==> src/rtl/upload_pkg.sv <==
// Shared definitions for the HPS upload reader: FSM state encoding and the
// byte returned for addresses beyond the valid image size.
package upload_pkg;

   typedef enum logic [1:0] {
      IDLE,
      REQ,
      LAT,
      DONE
   } state_t;

   localparam logic [7:0] FILL_BYTE = 8'hFF;

endpackage

==> src/rtl/ioctl_upload_reader_if.sv <==
// Upload-side and RAM-port signals of the upload reader. The reader is the
// slave; hps_io plus the RAM arbiter form the master side.
interface ioctl_upload_reader_if #(
   parameter int ADDR_W = 14
);

   logic              ul_upload;
   logic [7:0]        ul_index;
   logic              ul_rd;
   logic [ADDR_W-1:0] ul_addr;
   logic [7:0]        ul_din;
   logic              ul_wait;

   logic              mem_req;
   logic [ADDR_W-1:0] mem_addr;
   logic              mem_gnt;
   logic [7:0]        mem_data;

   modport master (
      output ul_upload, ul_index, ul_rd, ul_addr, mem_gnt, mem_data,
      input  ul_din, ul_wait, mem_req, mem_addr
   );

   modport slave (
      input  ul_upload, ul_index, ul_rd, ul_addr, mem_gnt, mem_data,
      output ul_din, ul_wait, mem_req, mem_addr
   );

endinterface

==> src/rtl/ioctl_upload_reader.sv <==
// Serves HPS upload reads for one ioctl index from a shared RAM read port.
// Each strobe fetches one byte (or returns the fill byte past SIZE), holding
// the HPS off with ul_wait until ul_din is valid. Also keeps a per-upload
// byte count (saturating) and a mod-256 checksum of delivered bytes.
module ioctl_upload_reader
   import upload_pkg::*;
#(
   parameter int         ADDR_W = 14,
   parameter int         SIZE   = 1024,
   parameter logic [7:0] INDEX  = 8'd4,
   parameter int         RD_LAT = 1
) (
   input  logic                 clk,
   input  logic                 reset,
   ioctl_upload_reader_if.slave bus,
   output logic                 active,
   output logic [ADDR_W:0]      bytes_done,
   output logic [7:0]           checksum
);

   localparam logic [ADDR_W:0] SIZE_L    = (ADDR_W+1)'(SIZE);
   localparam logic [ADDR_W:0] BYTES_MAX = {1'b1, {ADDR_W{1'b0}}};
   localparam logic [ADDR_W:0] BYTES_ONE = (ADDR_W+1)'(1);
   localparam logic [1:0]      LAT_INIT  = 2'(RD_LAT - 1);

   state_t            r_state;
   state_t            w_state_nxt;
   logic [ADDR_W-1:0] r_addr;
   logic [1:0]        r_lat_cnt;
   logic [7:0]        r_din;
   logic              r_active;
   logic [ADDR_W:0]   r_bytes_done;
   logic [7:0]        r_checksum;

   logic w_sel;
   logic w_in_range;
   logic w_latch_addr;
   logic w_load_fill;
   logic w_load_mem;
   logic w_load_cnt;
   logic w_count;

   assign w_sel      = bus.ul_upload && (bus.ul_index == INDEX);
   assign w_in_range = ({1'b0, bus.ul_addr} < SIZE_L);

   assign bus.ul_din   = r_din;
   assign bus.mem_addr = r_addr;
   assign active       = r_active;
   assign bytes_done   = r_bytes_done;
   assign checksum     = r_checksum;

   // FSM state register
   always_ff @(posedge clk or posedge reset) begin
      if (reset) r_state <= IDLE;
      else       r_state <= w_state_nxt;
   end

   // Next state, datapath strobes and handshake outputs; deselect aborts any fetch
   always_comb begin
      w_state_nxt  = r_state;
      w_latch_addr = 1'b0;
      w_load_fill  = 1'b0;
      w_load_mem   = 1'b0;
      w_load_cnt   = 1'b0;
      w_count      = 1'b0;
      bus.mem_req  = (r_state == REQ);
      bus.ul_wait  = !reset && ((bus.ul_rd && w_sel) || (r_state == REQ) || (r_state == LAT));
      if (!w_sel && (r_state != IDLE)) begin
         w_state_nxt = IDLE;
      end else begin
         case (r_state)
            IDLE: begin
               if (bus.ul_rd && w_sel) begin
                  w_latch_addr = 1'b1;
                  if (w_in_range) begin
                     w_state_nxt = REQ;
                  end else begin
                     w_load_fill = 1'b1;
                     w_state_nxt = DONE;
                  end
               end
            end
            REQ: begin
               if (bus.mem_gnt) begin
                  w_load_cnt  = 1'b1;
                  w_state_nxt = LAT;
               end
            end
            LAT: begin
               if (r_lat_cnt == 2'd0) begin
                  w_load_mem  = 1'b1;
                  w_state_nxt = DONE;
               end
            end
            DONE: begin
               w_count     = 1'b1;
               w_state_nxt = IDLE;
            end
            default: w_state_nxt = IDLE;
         endcase
      end
   end

   // Address latch, latency counter, returned byte and per-upload statistics
   always_ff @(posedge clk or posedge reset) begin
      if (reset) begin
         r_addr       <= '0;
         r_lat_cnt    <= '0;
         r_din        <= FILL_BYTE;
         r_active     <= 1'b0;
         r_bytes_done <= '0;
         r_checksum   <= '0;
      end else begin
         r_active <= w_sel;
         if (w_latch_addr) r_addr <= bus.ul_addr;
         if (w_load_cnt) begin
            r_lat_cnt <= LAT_INIT;
         end else if ((r_state == LAT) && (r_lat_cnt != 2'd0)) begin
            r_lat_cnt <= r_lat_cnt - 2'd1;
         end
         if (w_load_fill) begin
            r_din <= FILL_BYTE;
         end else if (w_load_mem) begin
            r_din <= bus.mem_data;
         end
         if (w_sel && !r_active) begin
            r_bytes_done <= '0;
            r_checksum   <= '0;
         end else if (w_count) begin
            if (r_bytes_done != BYTES_MAX) r_bytes_done <= r_bytes_done + BYTES_ONE;
            r_checksum <= r_checksum + r_din;
         end
      end
   end

endmodule

==> src/flat_wrapper.sv <==
// flat-port wrapper written by rule: the top's interface ports become plain ports
module ioctl_upload_reader_flat import upload_pkg::*;
#(
   parameter int         ADDR_W = 14,
   parameter int         SIZE   = 1024,
   parameter logic [7:0] INDEX  = 8'd4,
   parameter int         RD_LAT = 1
)
  (clk, reset, active, bytes_done, checksum, bus_ul_upload, bus_ul_index, bus_ul_rd, bus_ul_addr, bus_mem_gnt, bus_mem_data, bus_ul_din, bus_ul_wait, bus_mem_req, bus_mem_addr);
  ioctl_upload_reader_if #(.ADDR_W(ADDR_W)) bus_i ();
  input  logic clk;
  input  logic reset;
  output logic active;
  output logic [ADDR_W:0] bytes_done;
  output logic [7:0] checksum;
  input wire logic [$bits(bus_i.ul_upload)-1:0] bus_ul_upload;
  input wire logic [$bits(bus_i.ul_index)-1:0] bus_ul_index;
  input wire logic [$bits(bus_i.ul_rd)-1:0] bus_ul_rd;
  input wire logic [$bits(bus_i.ul_addr)-1:0] bus_ul_addr;
  input wire logic [$bits(bus_i.mem_gnt)-1:0] bus_mem_gnt;
  input wire logic [$bits(bus_i.mem_data)-1:0] bus_mem_data;
  output wire logic [$bits(bus_i.ul_din)-1:0] bus_ul_din;
  output wire logic [$bits(bus_i.ul_wait)-1:0] bus_ul_wait;
  output wire logic [$bits(bus_i.mem_req)-1:0] bus_mem_req;
  output wire logic [$bits(bus_i.mem_addr)-1:0] bus_mem_addr;
  assign bus_i.ul_upload = bus_ul_upload;
  assign bus_i.ul_index = bus_ul_index;
  assign bus_i.ul_rd = bus_ul_rd;
  assign bus_i.ul_addr = bus_ul_addr;
  assign bus_i.mem_gnt = bus_mem_gnt;
  assign bus_i.mem_data = bus_mem_data;
  assign bus_ul_din = bus_i.ul_din;
  assign bus_ul_wait = bus_i.ul_wait;
  assign bus_mem_req = bus_i.mem_req;
  assign bus_mem_addr = bus_i.mem_addr;
  ioctl_upload_reader #(.ADDR_W(ADDR_W), .SIZE(SIZE), .INDEX(INDEX), .RD_LAT(RD_LAT)) u_core (.clk(clk), .reset(reset), .bus(bus_i), .active(active), .bytes_done(bytes_done), .checksum(checksum));
endmodule
==> config.mk <==
export PLATFORM = sky130hd
export DESIGN_NAME = ioctl_upload_reader_flat
export DESIGN_NICKNAME = d
export VERILOG_FILES = /design/src/rtl/upload_pkg.sv /design/src/rtl/ioctl_upload_reader_if.sv /design/src/rtl/ioctl_upload_reader.sv /design/src/flat_wrapper.sv
export SDC_FILE = /design/constraint.sdc
export NUM_CORES = 1
export LEC_CHECK = 0
export BUFFER_PORTS_ARGS = -buffer_cell sky130_fd_sc_hd__buf_2
export CAP_MARGIN = 20
export CORE_ASPECT_RATIO = 0.6
export CORE_MARGIN = 3
export CORE_UTILIZATION = 25
export DETAILED_ROUTE_END_ITERATION = 12
export PLACE_DENSITY = 0.49
export SLEW_MARGIN = 0
export SYNTH_ARGS = -nofsm -noshare
export SYNTH_HDL_FRONTEND = slang
export SYNTH_SLANG_ARGS = --single-unit
==> constraint.sdc <==
create_clock -name clk -period 3.9 [get_ports clk]
set_input_delay 0.39 -clock clk [delete_from_list [all_inputs] [get_ports clk]]
set_output_delay 0.39 -clock clk [all_outputs]
set_load 0.05 [all_outputs]
==> run summary, run 1 <==
Status = finished clean
Num CTS Buffers = 5
Setup CP Type = in2out
Wire length per cell = 14.6 µm
WP depth = 6
Pleak = 1.77 nW
Final setup TNS = 0 ns
Post-CTS Setup Repair Bufs = 0
Final Cell Area = 3480 µm²
Post-synthesis cell count = 259
Filler Cells Inserted = 1,052
Pwr dens = 429 nW/µm²
Net count of the finished layout = 395
Vias in the first global route = 2,221
Placed Area = 3310 µm²
Met2 usage = 16.1%
Maximum vdd drop = 171 µV
Slew @ Worst Pin = 1.01 ns
Setup WS pre-CTS = 1.25 ns
Routed vias/inst = 4.58
Critical Path Start Type = primary input
Largest net degree at the start of global routing = 39
Layout area overhead = 27.0%
Pre-Repair DR Iteration Count = 4
Number of cells on the worst reg-to-reg path = 6
Yosys top cell area share = 38.4%
Met3 GRT Util = 3.57%
Share of the yosys chip area belonging to registers = 46.0%
# diodes = 0
CTS Root Cell = clkbuf_16
Crit path from = bus_ul_index[5]
Ys async rst share = 100%
Hold WS = 0.0490 ns
Synth area leaders = dfrtp_1, dfstp_2, ha_1
Fin crit period = 2.40 ns
Power Total = 1.49 mW
Worst reg2reg startpoint = u_core.r_state[0]$_DFFE_PP0P_
R2R Setup Slk = 1.56 ns
Worst path slowest cell = or4b_4
Layout Skew = 0.00770 ns
Clk buf depth = 2
Cell family with most CP delay = simple AND/OR/NAND/NOR gates
Layout cells sized above 1 = 36.8%
Max_slew headroom = 32.4%
Hold Violations, Final = 0
Final setup viols = 0
Mapped Nets = 310
Worst-path clk slew = 0.07 ns
Total of warnings raised by yosys = 0
R2R Path End = u_core.bus.ul_din[3]$_DFFE_PP1P_
CTS tree = done
Grt ovf = 0
Port bufs = 82
Cells resized by post-CTS repair = 0
Placeable core area = 10,300 µm²
HPWL Detailed = 5.34 mm
Mapped Area = 2740 µm²
CP endpoint = bus_ul_wait
RSZ-0062 raised after global routing = false
Critical path peak fanout = 6
Crit path buffers/inverters = 2
Routed vias = 2,199
DR iter-0 viols = 120
Clock Sinks = 50
Die width = 141 µm
Drt drc = 0
ANT nets after route = 0
Worst stage delay on the critical path = 0.60 ns
IO Pins = 83
H-tree depth = 2
GRT busiest layer = met1
Max Freq = 0.417 GHz
Total Routing Usage GR = 12.1%
Max-Cap Viols = 0
Min-Delay Path Class = in2async
Post-synth EDFFs = 0
FF+latch count, synth = 50
CP most frequent cell = buf_2
CP Capture Type = output port
Data arrival time of the worst path = 2.01 ns
Die Y = 87.1 µm
Number of antenna violations at the first check in global routing = 0
Post-route clock period utilization = 61.5%
Yosys cell types = 48
Fin worst setup slack = 1.50 ns
GP Congestion = 0.743
Rows = 28
Critical Path RT = 3.51 ns
Final wirelength = 6.98 mm
Die area = 12,300 µm²
Met1 usage = 18.7%
Avg Inst Size Synth = 10.6 µm²
Post-synth top area cell = dfrtp_1
Clk_lat worst skew = 0.30 ns
Crit path cell chain = buf_2, or4b_4, nor3_2, nand2_1, a21oi_1, buf_2
First-pass GRT wire length = 11.7 mm
Synth Flop Type = dfrtp_1
Pins Over Slew Limit = 0
Hold_buf cts = 0
Initial Util = 26.7%
==> synthesized netlist by cell type (4+ instances only) <==
library cell  number
ha_1              15
xnor2_1           13
dfstp_2            8
o21ai_0            5
a21oi_1           11
dfrtp_1           42
nand3_1            9
mux2i_1            8
nor2_1            27
nor3_1             6
nand2_1           27
xor2_1             4
mux2_2            14
a211oi_1           4
inv_1             14
==> worst min path at each step <==
stage | startpoint | slack, ns | endpoint | cells past startpoint
after floorplan | u_core.r_state[1]$_DFFE_PP0P_ | 0.51 | u_core.r_state[1]$_DFFE_PP0P_ | 1
after global placement | reset | 0.37 | u_core.r_lat_cnt[1]$_DFFE_PP0P_ | 2
after detailed placement | reset | 0.37 | u_core.r_lat_cnt[1]$_DFFE_PP0P_ | 2
after CTS | reset | 0.05 | u_core.r_lat_cnt[1]$_DFFE_PP0P_ | 2
after global routing | reset | 0.06 | u_core.bytes_done[3]$_DFFE_PP0P_ | 2
final | reset | 0.05 | u_core.bytes_done[3]$_DFFE_PP0P_ | 2
==> cells in the final DEF, fill, tap and decap left out, types with 3 or more instances in the layout <==
cell type and count:
xor2_1 4, buf_2 82, nand2_1 27, nand3_1 9, dfrtp_1 42, inv_1 13
buf_4 3, mux2_2 14, nor3_2 3, nor2_1 27, clkbuf_16 5, dfstp_2 8
o21ai_0 5, nor4_4 3, mux2i_1 8, nand2b_1 3, and3_1 3, xnor2_1 13
a21oi_1 11, a211oi_1 4, nor4_1 3, nor3_1 6, ha_1 15
==> state kept, by name (all words and copies together), names as in the netlist <==
| signal | flops |
|---|---|
| u_core.r_state | 2 |
| u_core.bus.ul_din | 8 |
| u_core.bytes_done | 15 |
| u_core.checksum | 8 |
| u_core.bus.mem_addr | 14 |
| u_core.active | 1 |
| u_core.r_lat_cnt | 2 |
==> where the power goes <==
group / internal (mW) / switching (mW)
clock: 0.304 / 0.204
sequential: 0.572 / 0.0459
combinational: 0.118 / 0.249
==> per-stage QoR <==
stage                     utilization, %  instances
after floorplan                        -        259
after global placement              32.2        472
after detailed placement            32.2        472
after CTS                           33.9        480
after global routing                33.9        480
final                               33.9        480
==> logic make-up (layout without fill, tap and decap cells) <==
family                     after synthesis  count (layout)  share of synthesized area (%)
and+or+nand+nor                         98              98                           19.6
DFF                                     50              50                           46.0
AOI/OAI and AO/OA                       35              35                           9.27
muxes                                   22              22                           8.68
buffers and inverters                   21             107                           3.38
xor gates and xnor gates                17              17                           5.44
adders and majority gates               16              16                           7.58
==> routing by layer <==
| layer | vias to the layer above | routed length, µm |
|---|---|---|
| li1 | 1090 | - |
| met1 | 1037 | 3810 |
| met2 | 64 | 2660 |
| met3 | 8 | 447 |
| met4 | 0 | 63 |
| met5 | - | 0 |
==> final cells by class <==
| class | instances | area, µm² | area share, % |
|---|---|---|---|
| flip-flops and latches | 50 | 1260 | 36.3 |
| inverters | 14 | 52.6 | 1.51 |
| clock buffers | 5 | 125 | 3.60 |
| repair buffers | 85 | 433 | 12.4 |
| multi-input cells | 188 | 1390 | 40.1 |
| well taps | 135 | 169 | 4.86 |
| clock inverters | 3 | 43.8 | 1.26 |
No activity file was read; power rests on OpenSTA's default activity.
==> run 2: changes to the inputs <==
- ABC_AREA: unset -> 1
- PLACE_DENSITY: 0.49 -> 0.5
- clock period: 3.9 -> 1.97 ns (I/O delays scaled with it)
==> run 2 against run 1 <==
The flow now finishes with violations (hold timing). Total power increased to 3.1 times the previous value. First-iteration DRC count increased by 28%. Flip-flop and latch count unchanged. Clock power increased by 71%. Global-route usage increased by 0.98 points. Core utilization decreased by 1.2 points. Register-to-register slack got worse by 1.2 ns. Critical endpoint unchanged.
==> run summary, run 2 <==
Status = finished, violations left (was finished clean)
Failing checks = hold timing
Combinational share of power = 47.4% (was 24.6%)
Mapped Area = 3010 µm² (was 2740 µm²)
Final setup viols = 0 (unchanged)
Max reg flops = 15 (unchanged)
Min-Delay Path Class = in2async (unchanged)
Ys async rst share = 100% (unchanged)
Post-synthesis cell count = 402 (was 259)
Slew @ Worst Pin = 0.590 ns (was 1.01 ns)
Critical Path RT = 1.77 ns (was 3.51 ns)
Net count of the finished layout = 540 (was 395)
Pre-Repair DR Iteration Count = 4 (unchanged)
Routed vias/inst = 4.29 (was 4.58)
Total Routing Usage GR = 13.1% (was 12.1%)
GRT busiest layer = met1 (unchanged)
Port bufs = 82 (unchanged)
Cells resized by post-CTS repair = 0 (unchanged)
CP most frequent cell = inv_1 (was buf_2)
Final Cell Area = 3770 µm² (was 3480 µm²)
Clk_lat worst skew = 0.29 ns (was 0.30 ns)
Flop pwr share = 33.5% (was 41.4%)
Die Y = 91.1 µm (was 87.1 µm)
Worst-path clk slew = 0.07 ns (about the same)
Final Util = 32.7% (was 33.9%)
Placed Area = 3630 µm² (was 3310 µm²)
Max_slew headroom = 60.6% (was 32.4%)
Pwr dens = 1210 nW/µm² (was 429 nW/µm²)
Routed vias = 2,789 (was 2,199)
CTS Root Cell = clkbuf_16 (unchanged)
First-pass GRT wire length = 14.2 mm (was 11.7 mm)
Num CTS Buffers = 5 (unchanged)
Grt ovf = 0 (unchanged)
Critical Path Start Type = register (was primary input)
Internal Pwr Total = 2.43 mW (was 0.995 mW)
Post-synth top cells = nand2_1, nand3_1, dfrtp_1, inv_1, nor2_1 (was dfrtp_1, nand2_1, nor2_1)
Avg Inst Size Synth = 7.50 µm² (was 10.6 µm²)
Post-route clock period utilization = 87.5%
Maximum vdd drop = 431 µV (was 171 µV)
Rows = 30 (was 28)
Final setup TNS = 0 ns (unchanged)
Layout cells sized above 1 = 23.7% (was 36.8%)
Largest net degree at the start of global routing = 27 (was 39)
# diodes = 0 (unchanged)
ANT nets after route = 0 (unchanged)
Post-synth EDFFs = 0 (unchanged)
Die area = 13,500 µm² (was 12,300 µm²)
Setup CP Type = reg2out (was in2out)
Met3 GRT Util = 4.29% (was 3.57%)
Placeable core area = 11,500 µm² (was 10,300 µm²)
Met2 usage = 18.2% (was 16.1%)
IO Pins = 83 (unchanged)
Number of antenna violations at the first check in global routing = 0 (unchanged)
DR iter-0 viols = 154 (was 120)
Fin crit period = 1.72 ns
Initial Util = 26.2% (was 26.7%)
Pleak = 2.15 nW (was 1.77 nW)
Clk buf depth = 2 (unchanged)
FF+latch count, synth = 50 (unchanged)
Synth area leaders = dfrtp_1, nand2_1, nand3_1 (was dfrtp_1, dfstp_2, ha_1)
Drt drc = 0 (unchanged)
Synth Flop Type = dfrtp_1 (unchanged)
CTS tree = done (unchanged)
RSZ-0062 raised after global routing = false (unchanged)
Max-Cap Viols = 0 (unchanged)
Post-CTS Setup Repair Bufs = 0 (unchanged)
H-tree depth = 2 (unchanged)
Worst stage delay on the critical path = 0.42 ns (was 0.60 ns)
Worst path slowest cell = dfrtp_1 (was or4b_4)
Hold_buf cts = 0 (unchanged)
Commonest non-fill, non-tap cells in the layout = nand2_1, buf_2, nand3_1 (was buf_2, dfrtp_1, nand2_1, nor2_1, ha_1)
Max Freq = 0.580 GHz
Mapped Nets = 453 (was 310)
Post-Layout Cell Count = 650 (was 480)
Hold WS = -0.0189 ns (was 0.0490 ns)
Layout area overhead = 25.1% (was 27.0%)
Wire length per cell = 13.1 µm (was 14.6 µm)
CP Capture Type = output port (unchanged)
Sw frac = 46.9% (was 33.4%)
Final wirelength = 8.49 mm (was 6.98 mm)
Crit path from = u_core.r_state[1]$_DFFE_PP0P_ (was bus_ul_index[5])
Share of the yosys chip area belonging to registers = 41.8% (was 46.0%)
Met1 usage = 19.8% (was 18.7%)
Post-synth top area cell = dfrtp_1 (unchanged)
Critical path peak fanout = 4 (was 6)
Worst reg2reg startpoint = u_core.bytes_done[12]$_DFFE_PP0P_ (was u_core.r_state[0]$_DFFE_PP0P_)
Most common cell after layout, fill and taps aside = nand2_1 (was buf_2)
Yosys cell types = 29 (was 48)
Data arrival time of the worst path = 1.53 ns (was 2.01 ns)
Count leader, synth = nand2_1 (was dfrtp_1)
Net switching power = 2.14 mW (was 0.499 mW)
Pins Over Slew Limit = 0 (unchanged)
GP Congestion = 0.837 (was 0.743)
Post-Place Cells = 642 (was 472)
Clock Power Share = 19.0% (was 34.0%)
Clock Sinks = 50 (unchanged)
Vias in the first global route = 2,704 (was 2,221)
Layout Skew = 0.0107 ns (was 0.00770 ns)
Crit path cell chain = inv_1, ha_1, inv_1, a31oi_2, buf_2 (was buf_2, or4b_4, nor3_2, nand2_1, a21oi_1, buf_2)
Die width = 148 µm (was 141 µm)
HPWL Detailed = 6.49 mm (was 5.34 mm)
Yosys top cell area share = 34.9% (was 38.4%)
Hold Violations, Final = 16 (was 0)
Total of warnings raised by yosys = 0 (unchanged)
## run 2: changes by cell type after synthesis, moves of 4 or more
cell,before,now
a211oi_1,4,0
a21oi_1,11,6
inv_1,14,42
mux2_2,14,0
mux2i_1,8,1
nand2_1,27,140
nand3_1,9,57
nand4_1,2,7
nor2_1,27,33
xnor2_1,13,1
xor2_1,4,14
## run 2: final cells by class
cell class,count,area (µm²)
multi-input cells,300,1540
flip-flops and latches,50,1260
inverters,45,169
repair buffers,87,460
well taps,160,200
fillers,1271,7750
clock buffers,8,136
## run 2: per-layer routing
metal,wire length [µm],vias to the layer above
met4,50,0
li1,-,1445
met1,4420,1264
met5,0,-
met2,3350,76
met3,668,4
## run 2: kinds of logic (layout without fill, tap and decap cells)
group           count (synthesis)  in the layout  share of synthesized area (%)
buf+inv                        52            140                           7.18
xor+xnor                       15             15                           4.36
flops                          50             50                           41.8
mux                             1              1                          0.332
simple gates                  255            255                           37.1
fa+ha+maj                      16             16                           6.89
compound gates                 13             13                           2.28
## run 2: power by group through the flow
stage	clock (mW)	combinational, mW	sequential [mW]
2_1_floorplan	0	1.09	2.12
3_3_place_gp	0	2.16	1.54
3_5_place_dp	0	2.17	1.55
4_1_cts	0.899	2.19	1.53
5_1_grt	0.945	2.42	1.57
6_report	0.870	2.17	1.53
## run 2: critical path: cells and delay by family, from the launching register on
kind | cells | cell delay, ns
AOI/OAI and AO/OA | 1 | 0.17
DFF | 1 | 0.42
adders and majority gates | 1 | 0.18
buffers and inverters | 3 | 0.46
## run 2: per-stage QoR
step	total power [mW]	worst slack, ns
floorplan	3.21	0.0809
global placement	3.71	0.359
detailed placement	3.73	0.338
CTS	4.62	0.213
global route	4.93	0.112
finish	4.57	0.246
## run 2: path summary, 6_finish.rpt
kind,endpoint,slack [ns],depth (start not counted)
min in group clk,u_core.bus.mem_addr[9]$_DFFE_PP0P_,0.10,3
max in group asynchronous,u_core.r_lat_cnt[1]$_DFFE_PP0P_,1.43,3
min,u_core.checksum[7]$_DFFE_PP0P_,-0.02,2
min reg2reg,u_core.bus.mem_addr[6]$_DFFE_PP0P_,0.47,2
max,bus_ul_wait,0.25,5
max reg2reg,u_core.bytes_done[11]$_DFFE_PP0P_,0.32,7
